[src/rtl/jtcps2_ba0_pkg.sv]
// Shared types and widths for the CPS2 SDRAM bank-0 arbiter.
package jtcps2_ba0_pkg;

  localparam int unsigned AW  = 17;  // CPU/DMA word address width
  localparam int unsigned SAW = 22;  // SDRAM word address width
  localparam int unsigned DW  = 16;
  localparam int unsigned CW  = 3;   // starvation counter width

  typedef enum logic [1:0] {StIdle, StReq, StWaitRdy} ba0_st_e;

  typedef enum logic {REQ_CPU, REQ_DMA} req_id_e;

  function automatic logic [SAW-1:0] ba0_map(input logic [SAW-1:0] ofs,
                                             input logic [AW-1:0]  addr);
    return ofs + {{(SAW-AW){1'b0}}, addr};
  endfunction

endpackage

[src/rtl/jtcps2_ba0_starve.sv]
// Grant decision for bank 0: DMA first, but the CPU wins once it has watched
// STARVE consecutive DMA grants go by.
module jtcps2_ba0_starve
  import jtcps2_ba0_pkg::*;
#(
  parameter int unsigned STARVE = 3
) (
  input  logic clk,
  input  logic rst,
  input  logic cpu_pend,
  input  logic dma_pend,
  input  logic arb_en,
  output logic gnt_cpu,
  output logic gnt_dma
);

  logic [CW-1:0] cnt_q, cnt_d;
  logic          cpu_turn;

  always_comb begin
    cpu_turn = cpu_pend && (cnt_q == CW'(STARVE));
    gnt_dma  = arb_en & dma_pend & ~cpu_turn;
    gnt_cpu  = arb_en & cpu_pend & ~gnt_dma;
    cnt_d    = cnt_q;
    if (!cpu_pend || gnt_cpu) begin
      cnt_d = '0;
    end else if (gnt_dma && (cnt_q != CW'(STARVE))) begin
      cnt_d = cnt_q + 1'b1;
    end
  end

  always_ff @(posedge clk or posedge rst) begin
    if (rst) begin
      cnt_q <= '0;
    end else begin
      cnt_q <= cnt_d;
    end
  end

endmodule

[src/rtl/jtcps2_ba0_arb.sv]
// SDRAM bank-0 arbiter between CPU work RAM/VRAM and video DMA reads.
// Optional 1-entry CPU read cache enabled by defining JTCPS2_BA0_CACHE_EN.
module jtcps2_ba0_arb
  import jtcps2_ba0_pkg::*;
#(
  parameter logic [21:0] RAM_OFS  = 22'h10_0000,
  parameter logic [21:0] VRAM_OFS = 22'h12_0000,
  parameter int unsigned STARVE   = 3
) (
  input  logic        clk,
  input  logic        rst,
  input  logic        main_ram_cs,
  input  logic        main_vram_cs,
  input  logic [16:0] main_addr,
  input  logic        main_rnw,
  input  logic [1:0]  main_dsn,
  input  logic [15:0] main_dout,
  output logic [15:0] main_data,
  output logic        main_ok,
  input  logic        dma_cs,
  input  logic [16:0] dma_addr,
  output logic [15:0] dma_data,
  output logic        dma_ok,
  output logic [21:0] ba0_addr,
  output logic        ba0_rd,
  output logic        ba0_wr,
  output logic [15:0] ba0_din,
  output logic [1:0]  ba0_din_m,
  input  logic        ba0_ack,
  input  logic        ba0_rdy,
  input  logic [15:0] data_read
);

  ba0_st_e       state_q, state_d;
  req_id_e       req_q;
  logic          rnw_q;
  logic [1:0]    dsn_q;
  logic [DW-1:0] din_q;
  logic [SAW-1:0] addr_q;
  logic [AW-1:0] cpu_addr_q, dma_addr_q;
  logic          cpu_vram_q;
  logic          main_ok_q, main_ok_d, dma_ok_q, dma_ok_d;
  logic [DW-1:0] main_data_q, main_data_d, dma_data_q, dma_data_d;

  logic cpu_cs, cpu_vram, cpu_new, cpu_keep, cpu_pend, cpu_arb;
  logic dma_new, dma_keep, dma_pend;
  logic arb_en, gnt_cpu, gnt_dma, done;
  logic hit, cache_serve;
  logic [DW-1:0] hit_data;

  // ram_cs wins if both selects are (illegally) high together
  assign cpu_cs   = main_ram_cs | main_vram_cs;
  assign cpu_vram = ~main_ram_cs & main_vram_cs;
  assign cpu_new  = (main_addr != cpu_addr_q) || (cpu_vram != cpu_vram_q);
  assign cpu_keep = cpu_cs & ~cpu_new;
  assign cpu_pend = cpu_cs & (~main_ok_q | cpu_new);
  assign dma_new  = dma_addr != dma_addr_q;
  assign dma_keep = dma_cs & ~dma_new;
  assign dma_pend = dma_cs & (~dma_ok_q | dma_new);

  assign arb_en      = state_q == StIdle;
  assign cpu_arb     = cpu_pend & ~hit;
  assign cache_serve = arb_en & cpu_pend & hit;
  // ack and rdy together count as ack followed by rdy
  assign done = ba0_rdy & (((state_q == StReq) & ba0_ack) | (state_q == StWaitRdy));

  jtcps2_ba0_starve #(
    .STARVE (STARVE)
  ) u_starve (
    .clk      (clk),
    .rst      (rst),
    .cpu_pend (cpu_arb),
    .dma_pend (dma_pend),
    .arb_en   (arb_en),
    .gnt_cpu  (gnt_cpu),
    .gnt_dma  (gnt_dma)
  );

`ifdef JTCPS2_BA0_CACHE_EN
  logic          cache_vld_q, cache_vram_q;
  logic [AW-1:0] cache_addr_q;
  logic [DW-1:0] cache_data_q;

  assign hit = cache_vld_q && (cache_addr_q == main_addr) && (cache_vram_q == cpu_vram) &&
               main_rnw;
  assign hit_data = cache_data_q;

  always_ff @(posedge clk or posedge rst) begin
    if (rst) begin
      cache_vld_q  <= 1'b0;
      cache_vram_q <= 1'b0;
      cache_addr_q <= '0;
      cache_data_q <= '0;
    end else if (gnt_cpu && !main_rnw && (main_addr == cache_addr_q) &&
                 (cpu_vram == cache_vram_q)) begin
      cache_vld_q <= 1'b0;
    end else if (done && (req_q == REQ_CPU) && rnw_q && cpu_keep) begin
      cache_vld_q  <= 1'b1;
      cache_vram_q <= cpu_vram_q;
      cache_addr_q <= cpu_addr_q;
      cache_data_q <= data_read;
    end
  end
`else
  assign hit      = 1'b0;
  assign hit_data = '0;
`endif

  always_ff @(posedge clk or posedge rst) begin
    if (rst) begin
      state_q <= StIdle;
    end else begin
      state_q <= state_d;
    end
  end

  always_comb begin
    state_d = state_q;
    unique case (state_q)
      StIdle:    if (gnt_cpu || gnt_dma) state_d = StReq;
      StReq:     if (ba0_ack) state_d = ba0_rdy ? StIdle : StWaitRdy;
      StWaitRdy: if (ba0_rdy) state_d = StIdle;
      default:   state_d = StIdle;
    endcase
  end

  always_comb begin
    ba0_rd    = (state_q == StReq) & rnw_q;
    ba0_wr    = (state_q == StReq) & ~rnw_q;
    ba0_addr  = addr_q;
    ba0_din   = din_q;
    ba0_din_m = dsn_q;
    main_ok   = main_ok_q;
    main_data = main_data_q;
    dma_ok    = dma_ok_q;
    dma_data  = dma_data_q;
  end

  // ok drops once the requester moves on; a withdrawn request never sets it
  always_comb begin
    main_ok_d   = main_ok_q & cpu_keep;
    main_data_d = main_data_q;
    dma_ok_d    = dma_ok_q & dma_keep;
    dma_data_d  = dma_data_q;
    if (done && (req_q == REQ_CPU) && cpu_keep) begin
      main_ok_d = 1'b1;
      if (rnw_q) main_data_d = data_read;
    end
    if (cache_serve) begin
      main_ok_d   = 1'b1;
      main_data_d = hit_data;
    end
    if (done && (req_q == REQ_DMA) && dma_keep) begin
      dma_ok_d   = 1'b1;
      dma_data_d = data_read;
    end
  end

  always_ff @(posedge clk or posedge rst) begin
    if (rst) begin
      req_q       <= REQ_CPU;
      rnw_q       <= 1'b0;
      dsn_q       <= '0;
      din_q       <= '0;
      addr_q      <= '0;
      cpu_addr_q  <= '0;
      cpu_vram_q  <= 1'b0;
      dma_addr_q  <= '0;
      main_ok_q   <= 1'b0;
      main_data_q <= '0;
      dma_ok_q    <= 1'b0;
      dma_data_q  <= '0;
    end else begin
      if (gnt_dma) begin
        req_q  <= REQ_DMA;
        rnw_q  <= 1'b1;
        dsn_q  <= '0;
        din_q  <= '0;
        addr_q <= ba0_map(VRAM_OFS, dma_addr);
      end else if (gnt_cpu) begin
        req_q  <= REQ_CPU;
        rnw_q  <= main_rnw;
        dsn_q  <= main_dsn;
        din_q  <= main_dout;
        addr_q <= ba0_map(cpu_vram ? VRAM_OFS : RAM_OFS, main_addr);
      end
      if (gnt_cpu || cache_serve) begin
        cpu_addr_q <= main_addr;
        cpu_vram_q <= cpu_vram;
      end
      if (gnt_dma) dma_addr_q <= dma_addr;
      main_ok_q   <= main_ok_d;
      main_data_q <= main_data_d;
      dma_ok_q    <= dma_ok_d;
      dma_data_q  <= dma_data_d;
    end
  end

endmodule

[config.mk]
export PLATFORM = sky130hd
export DESIGN_NAME = jtcps2_ba0_arb
export DESIGN_NICKNAME = d
export VERILOG_FILES = /design/src/rtl/jtcps2_ba0_pkg.sv /design/src/rtl/jtcps2_ba0_starve.sv /design/src/rtl/jtcps2_ba0_arb.sv
export SDC_FILE = /design/constraint.sdc
export NUM_CORES = 1
export LEC_CHECK = 0
export ABC_AREA = 1
export ABC_CLOCK_PERIOD_IN_PS = 11250
export CORE_MARGIN = 5
export CORE_UTILIZATION = 52
export DETAILED_ROUTE_END_ITERATION = 10
export PLACE_DENSITY = 0.86
export SLEW_MARGIN = 20
export SYNTH_ARGS = -nofsm -noshare
export SYNTH_HDL_FRONTEND = slang
export SYNTH_SLANG_ARGS = --single-unit
[constraint.sdc]
create_clock -name clk -period 11.25 [get_ports clk]
set_clock_uncertainty 0.1 [all_clocks]
set_input_delay 1.6875 -clock clk [delete_from_list [all_inputs] [get_ports clk]]
set_output_delay 1.6875 -clock clk [all_outputs]
set_load 0.05 [all_outputs]
# [Word level (Yosys, flattened, before mapping)]
# Cells that the tools add are included.
[word_totals] memories=0 mem_bits_rw=0 latchBits=0 inputBits=76 rom_bits=0 elab_cells=90 register_bits=116
[classes] shifts=0 div_mod_pow=0 n_mul=0 bitwise=28 add_sub_neg=3 eq_ne=10 n_reduce_logical=15 n_lt_le_gt_ge=0 n_mux=20
[op_table] operator="22-bit two-way mux" count=2
[op_table] operator="17-bit inequality test" count=2
[op_table] operator="16-bit two-way mux" count=2
[op_table] operator="21-bit by 17-bit adder with 22-bit output" count=1
[op_table] operator="21-bit by 17-bit adder with 22-bit output, first input constant" count=1
[op_table] operator="18-bit two-way mux" count=1
[op_table] operator="1-bit AND" count=15
[op_table] operator="2-bit two-way mux" count=6
[op_table] operator="1-bit inverter" count=9
[op_table] operator="1-bit logical AND" count=6
[op_table] operator="1-bit two-way mux" count=6
[op_table] operator="3-bit two-way mux" count=2
[op_table] operator="2-bit inequality test, second input constant" count=3
[op_table] operator="2-bit one-hot mux with 3 select lines" count=1
[op_table] operator="1-bit OR" count=4
[op_table] operator="2-bit nonzero test" count=2
[op_table] operator="3-bit by 1-bit adder with 3-bit output, second input constant" count=1
[op_table] operator="3-bit by 2-bit == test with 1-bit output, second input constant" count=1
[op_table] operator="1-bit logical OR" count=3
[op_table] operator="3-bit by 2-bit inequality test with 1-bit output, second input constant" count=1
[op_table] operator="3-bit AND reduction" count=1
[op_table] operator="2-bit by 1-bit == test with 1-bit output, second input constant" count=1
[op_table] operator="2-bit == test, second input constant" count=1
[op_table] operator="2-bit logical NOT" count=1
[op_table] operator="other kinds (3)" count=3

# [Longest topological paths before layout]
[depth] word_depth=14 depth_mapped=14 depth_no_buf=13

# [Modules after synthesis]
# From an unflattened synthesis, not the netlist that was laid out.
[unflattened] hier_cells=586 hier_area_um2=5156.2
[modules_own_cells] mod="jtcps2_ba0_arb" seq_area_each_um2=2752.6 cells_each=560 n_inst=1 area_each_um2=4966.0
[modules_own_cells] mod="jtcps2_ba0_starve" seq_area_each_um2=75.1 cells_each=26 n_inst=1 area_each_um2=190.2

# [Worst setup path before layout]
# No wires, ideal clock.
[synth_path] kind="in2reg" from="in main_ram_cs" to="reg din_q[10], in the netlist ba0_din[10]" stages=14 path_slack_ps=8205 required_ps=11031 n_path_buf=2 arrival_time_ps=2826 cell_sequence="inv_1 -> nand2_1 -> nand2_1 -> nand2_1 -> nor2_1 -> nand2_1 -> nor2_2 -> nand3_2 -> nand3_4 -> nand2_4 -> buf_6 -> buf_12 -> nand3_2 -> nand2_1"
[synth_between] elab_chain_len=12
[synth_lines] element="from (decl)" line_no="jtcps2_ba0_arb.sv:12" rtl="input logic main_ram_cs,"
[synth_lines] element="1-bit inverter" line_no="jtcps2_ba0_arb.sv:53" rtl="assign cpu_vram = ~main_ram_cs & main_vram_cs;"
[synth_lines] element="1-bit AND" line_no="jtcps2_ba0_arb.sv:53"
[synth_lines] element="1-bit inequality test" line_no="jtcps2_ba0_arb.sv:54" rtl="assign cpu_new = (main_addr != cpu_addr_q) || (cpu_vram != cpu_vram_q);"
[synth_lines] element="1-bit logical OR" line_no="jtcps2_ba0_arb.sv:54"
[synth_lines] element="1-bit OR" line_no="jtcps2_ba0_arb.sv:56" rtl="assign cpu_pend = cpu_cs & (~main_ok_q | cpu_new);"
[synth_lines] element="1-bit AND (*)" line_no="jtcps2_ba0_arb.sv:56"
[synth_lines] element="1-bit logical AND" line_no="jtcps2_ba0_starve.sv:21" rtl="cpu_turn = cpu_pend && (cnt_q == CW'(STARVE));"
[synth_lines] element="1-bit inverter" line_no="jtcps2_ba0_starve.sv:22" rtl="gnt_dma = arb_en & dma_pend & ~cpu_turn;"
[synth_lines] element="1-bit AND" line_no="jtcps2_ba0_starve.sv:22"
[synth_lines] element="1-bit inverter" line_no="jtcps2_ba0_starve.sv:23" rtl="gnt_cpu = arb_en & cpu_pend & ~gnt_dma;"
[synth_lines] element="1-bit AND" line_no="jtcps2_ba0_starve.sv:23"
[synth_lines] element="2-bit nonzero test (no source line)"
[synth_lines] element="to (signal assigned)" line_no="jtcps2_ba0_arb.sv:184" rtl="din_q <= main_dout;"
[synth_lines] element="to (decl)" line_no="jtcps2_ba0_arb.sv:38" rtl="logic [DW-1:0] din_q;"
# Every way passes the cells marked *; elsewhere a longest branch is shown, timed or not.
# A chain may end at the register's enable or synchronous reset.

# [Worst setup path after layout]
[layout_path] from="in main_addr[14]" to="reg u_starve.cnt_q[1]"
[layout_between] elab_chain_len=11
[layout_lines] element="from (decl)" line_no="jtcps2_ba0_arb.sv:14" rtl="input logic [16:0] main_addr,"
[layout_lines] element="17-bit inequality test (*)" line_no="jtcps2_ba0_arb.sv:54"
[layout_lines] element="1-bit logical OR (*)" line_no="jtcps2_ba0_arb.sv:54"
[layout_lines] element="1-bit OR (*)" line_no="jtcps2_ba0_arb.sv:56"
[layout_lines] element="1-bit AND (*)" line_no="jtcps2_ba0_arb.sv:56"
[layout_lines] element="1-bit logical AND" line_no="jtcps2_ba0_starve.sv:21"
[layout_lines] element="1-bit inverter" line_no="jtcps2_ba0_starve.sv:22"
[layout_lines] element="1-bit AND" line_no="jtcps2_ba0_starve.sv:22"
[layout_lines] element="1-bit inverter" line_no="jtcps2_ba0_starve.sv:23"
[layout_lines] element="1-bit AND" line_no="jtcps2_ba0_starve.sv:23"
[layout_lines] element="1-bit logical OR" line_no="jtcps2_ba0_starve.sv:25" rtl="if (!cpu_pend || gnt_cpu) begin"
[layout_lines] element="3-bit two-way mux / 2-bit nonzero test (equally long branches)"
[layout_lines] element="to (signal assigned)" line_no="jtcps2_ba0_starve.sv:36" rtl="cnt_q <= cnt_d;"
[layout_lines] element="to (decl)" line_no="jtcps2_ba0_starve.sv:17" rtl="logic [CW-1:0] cnt_q, cnt_d;"
# Marks and branches as above.

==> summary.txt <==
Detailed routing
  • Detailed Route Iter0 Violations: 310
  • ANT nets after route: 0
  • Final WL: 15.0 mm
  • DRC: 0
  • Vias: 4793
  • Drt first pass iters: 7
  • Routed len/inst: ~16 um
  • Vias/cell: 5.25

Floorplan
  • DIE HEIGHT: 111 um
  • Row count: 36
  • Die W: 111 um
  • I/O pins: roughly 150
  • Core Area: 0.00986 mm2
  • Starting Density: 53.8%
  • Die area: 0.0123 mm2

Clock tree
  • # resized after CTS: 0
  • Clock buffer depth: 2
  • Sink Count: 113
  • Hold_buf cts: 0
  • Number of H-tree levels: 4
  • Skew-Pair Late Insertion Delay: 0.51 ns
  • Total CTS buffers: 17
  • CTS tree: built
  • Clock root cell: clkbuf_8
  • Post-CTS Setup Inserts: 0
  • Clk slew on worst S/H paths: about 0.050 ns

Critical path
  • Startpoint Class: primary input
  • Req. time, crit path: 11.53 ns
  • Max FO, Critical Path: 39
  • Crit Path Class: in2reg
  • CP endpoint kind: flop
  • Worst EP arrival: 5.50 ns

Timing
  • Worst-Margin Slew: 0.965 ns
  • Final period util: 46.4%
  • Final worst slack: 6.03 ns
  • Slew Limit Fails: 0
  • Final setup violating endpoints: 0
  • Fmax: 192 MHz
  • RSZ-0062 raised after global routing: no
  • Min cycle time layout: 5.22 ns
  • Total negative slack: 0 ns
  • Normalized max-slew margin: a little over a third
  • Hold Fails Final Rpt: 0

Logic synthesis
  • #FFs+latches synth: 113
  • EDFF count, synth: 0
  • Post-Syn Area: roughly 0.0053 mm2
  • Async SR Flop Fraction: 100%
  • Synth Instances: roughly 630
  • Number of distinct library cells after synthesis: 28
  • Mean Syn Cell Area: between 8 and 9 um2
  • Top_reg_cell synth: dfrtp_1
  • YS warnings: 0
  • Sequential share of the synthesized area: 53.3%

Power and ir drop
  • Clock Power Share: 28.6%
  • Pwr per Cell Area: 262 mW/mm2
  • Internal power: 1150 uW
  • Net Sw Frac: about 41%
  • Comb power frac: 39.1%
  • Design Power: slightly below 2000 uW
  • Max IR drop VDD: 0.147 mV
  • Leak: 0.00367 uW
  • P_sw: 790 uW
  • Seq pwr share: 32.3%

Global routing
  • Vias in the first global route: 4976
  • GRT Util Overall: 24.9%
  • Grt total ovfl: 0
  • Initial antenna violation count: 0
  • Pin count of the biggest net entering global routing: between 80 and 90
  • First-pass GRT wire length: 24.9 mm

Run status
  • Outcome: finished clean

Finish
  • Syn-to-layout area delta: 39.3%
  • Filler instances: 681
  • ANT cells: 0
  • Register area: between 0.002 and 0.003 mm2
  • Layout cell share with drive strength beyond 1: 7.82%
  • Nets: 845
  • Core Util, Final: about 75%
  • Multi-input gate area: 0.00202 mm2

Min path
  • Worst Hold Class: reg2reg

Placement
  • Post-DP HPWL: 10.1 mm
  • Dpl ws: 5.62 ns
  • PortBufs: 148
  • GPL Wtd Cong: 0.832

Run
  • Maxcap violations: 0
-- registers in the layout (all words and copies together), names as in the netlist --
signal          flops
state_q             2
dma_ok              1
main_data          16
req_q               1
cpu_addr_q         17
cpu_vram_q          1
u_starve.cnt_q      3
dma_addr_q         17
rnw_q               1
ba0_din_m           2
main_ok             1
ba0_addr           19
dma_data           16
ba0_din            16
-- cells by family (layout without fill, tap and decap cells) --
| kind of cell | after synthesis | in the layout | synth area share [%] |
|---|---|---|---|
| flops | 113 | 113 | 53.3 |
| xor+xnor | 16 | 16 | 2.64 |
| simple gates | 359 | 359 | 31.2 |
| fa+ha+maj | 2 | 2 | 0.472 |
| other cells | 1 | 3 | 0.0707 |
| compound gates | 38 | 38 | 3.59 |
| buf+inv | 98 | 249 | 8.75 |
-- cell type report --
type                            count  area share, %
Sequential cell                   113           38.3
Multi-Input combinational cell    418           27.4
Timing Repair Buffer              149           20.2
Clock buffer                       19           5.84
Inverter                           68           3.49
Clock inverter                     13           2.52
Tap cell                          133           2.25
-- layer usage --
layer / global-route usage [%] / share of wire (%) / wire [um] / vias to the layer above
li1: - / - / - / 2265
met1: 29.4 / 39 / 5860 / 2298
met2: 43.1 / 51 / 7630 / 211
met3: 9.72 / 8.8 / 1330 / 19
met4: 5.67 / 1.3 / 202 / 0
met5: 0 / 0 / 0 / -
-- cells in the mapped netlist (all sizes together) (2+ instances only) --
library cell / n / area [um2]
nand2: 198 / 751
nand3: 119 / 688
dfrtp: 113 / 2830
inv: 68 / 255
o21ai: 38 / 190
nor2: 33 / 151
buf: 25 / 189
xnor2: 10 / 87.6
xor2: 6 / 52.6
clkbuf: 5 / 20.0
nand4: 5 / 37.5
or2: 3 / 18.8
ha: 2 / 25.0
-- placed cells by master (no fill, tap or decap) --
cell type | Yosys | final
nand2_1 | 197 | 197
clkdlybuf4s50_1 | 0 | 148
dfrtp_1 | 113 | 113
nand3_1 | 102 | 101
inv_1 | 67 | 66
nor2_1 | 26 | 26
o21ai_0 | 20 | 20
o21ai_1 | 18 | 18
nand3_2 | 16 | 17
clkbuf_16 | 0 | 16
xnor2_1 | 10 | 10
xor2_1 | 6 | 6
nor2_2 | 5 | 5
nand4_1 | 4 | 4
clkinvlp_4 | 0 | 4
bufinv_16 | 0 | 4
conb_1 | 1 | 3
clkinv_4 | 0 | 3
nor2_4 | 2 | 2
or2_1 | 2 | 2
ha_1 | 2 | 2
clkbuf_8 | 0 | 2
clkinv_2 | 0 | 2
inv_2 | 1 | 1
or2_0 | 1 | 1
nand3_4 | 1 | 1
nand2_4 | 1 | 1
nand4_2 | 1 | 1
and2_1 | 1 | 1
inv_4 | 0 | 1
clkbuf_1 | 4 | 1
buf_6 | 5 | 1
-- metrics by stage --
step	hold slack, ns	instances	area, um2
2_1_floorplan	0.357	629	5310
3_3_place_gp	0.351	881	6760
3_5_place_dp	0.352	881	6760
4_1_cts	0.387	913	7380
5_1_grt	0.407	913	7390
6_report	0.383	913	7390
-- worst paths after layout --
check	from	endpoint	slack, ns	cells after the start
hold reg to reg	ba0_addr[20]	ba0_addr[20]	0.38	1
setup reg to reg	cpu_addr_q[12]	u_starve.cnt_q[1]	7.41	10
max in group asynchronous	rst	cpu_addr_q[16]	8.57	3
hold / removal	ba0_addr[20]	ba0_addr[20]	0.38	1
setup / recovery	main_addr[14]	u_starve.cnt_q[1]	6.03	14
min in group asynchronous	rst	main_data[6]	1.41	2
-- worst max-delay path: stages --
cell and delay, ns:
clkdlybuf4s50_1 0.55, inv_1 0.08, nand2_1 0.09, nand2_1 0.05, nand2_1 0.06, nor2_1 0.05
nand2_1 0.08, nor2_2 0.05, nand3_2 0.11, nand3_2 0.75, inv_2 0.91, nand2_1 0.63
nand2_1 0.31, nor2_1 0.08
-- power groups by stage --
stage | combinational (uW) | sequential, uW | clock [uW]
after floorplan | 347 | 805 | 0
after global placement | 722 | 622 | 0
after detailed placement | 750 | 628 | 0
after CTS | 760 | 623 | 558
after global routing | 816 | 639 | 580
final | 757 | 626 | 553
No activity file was read; power rests on OpenSTA's default activity.
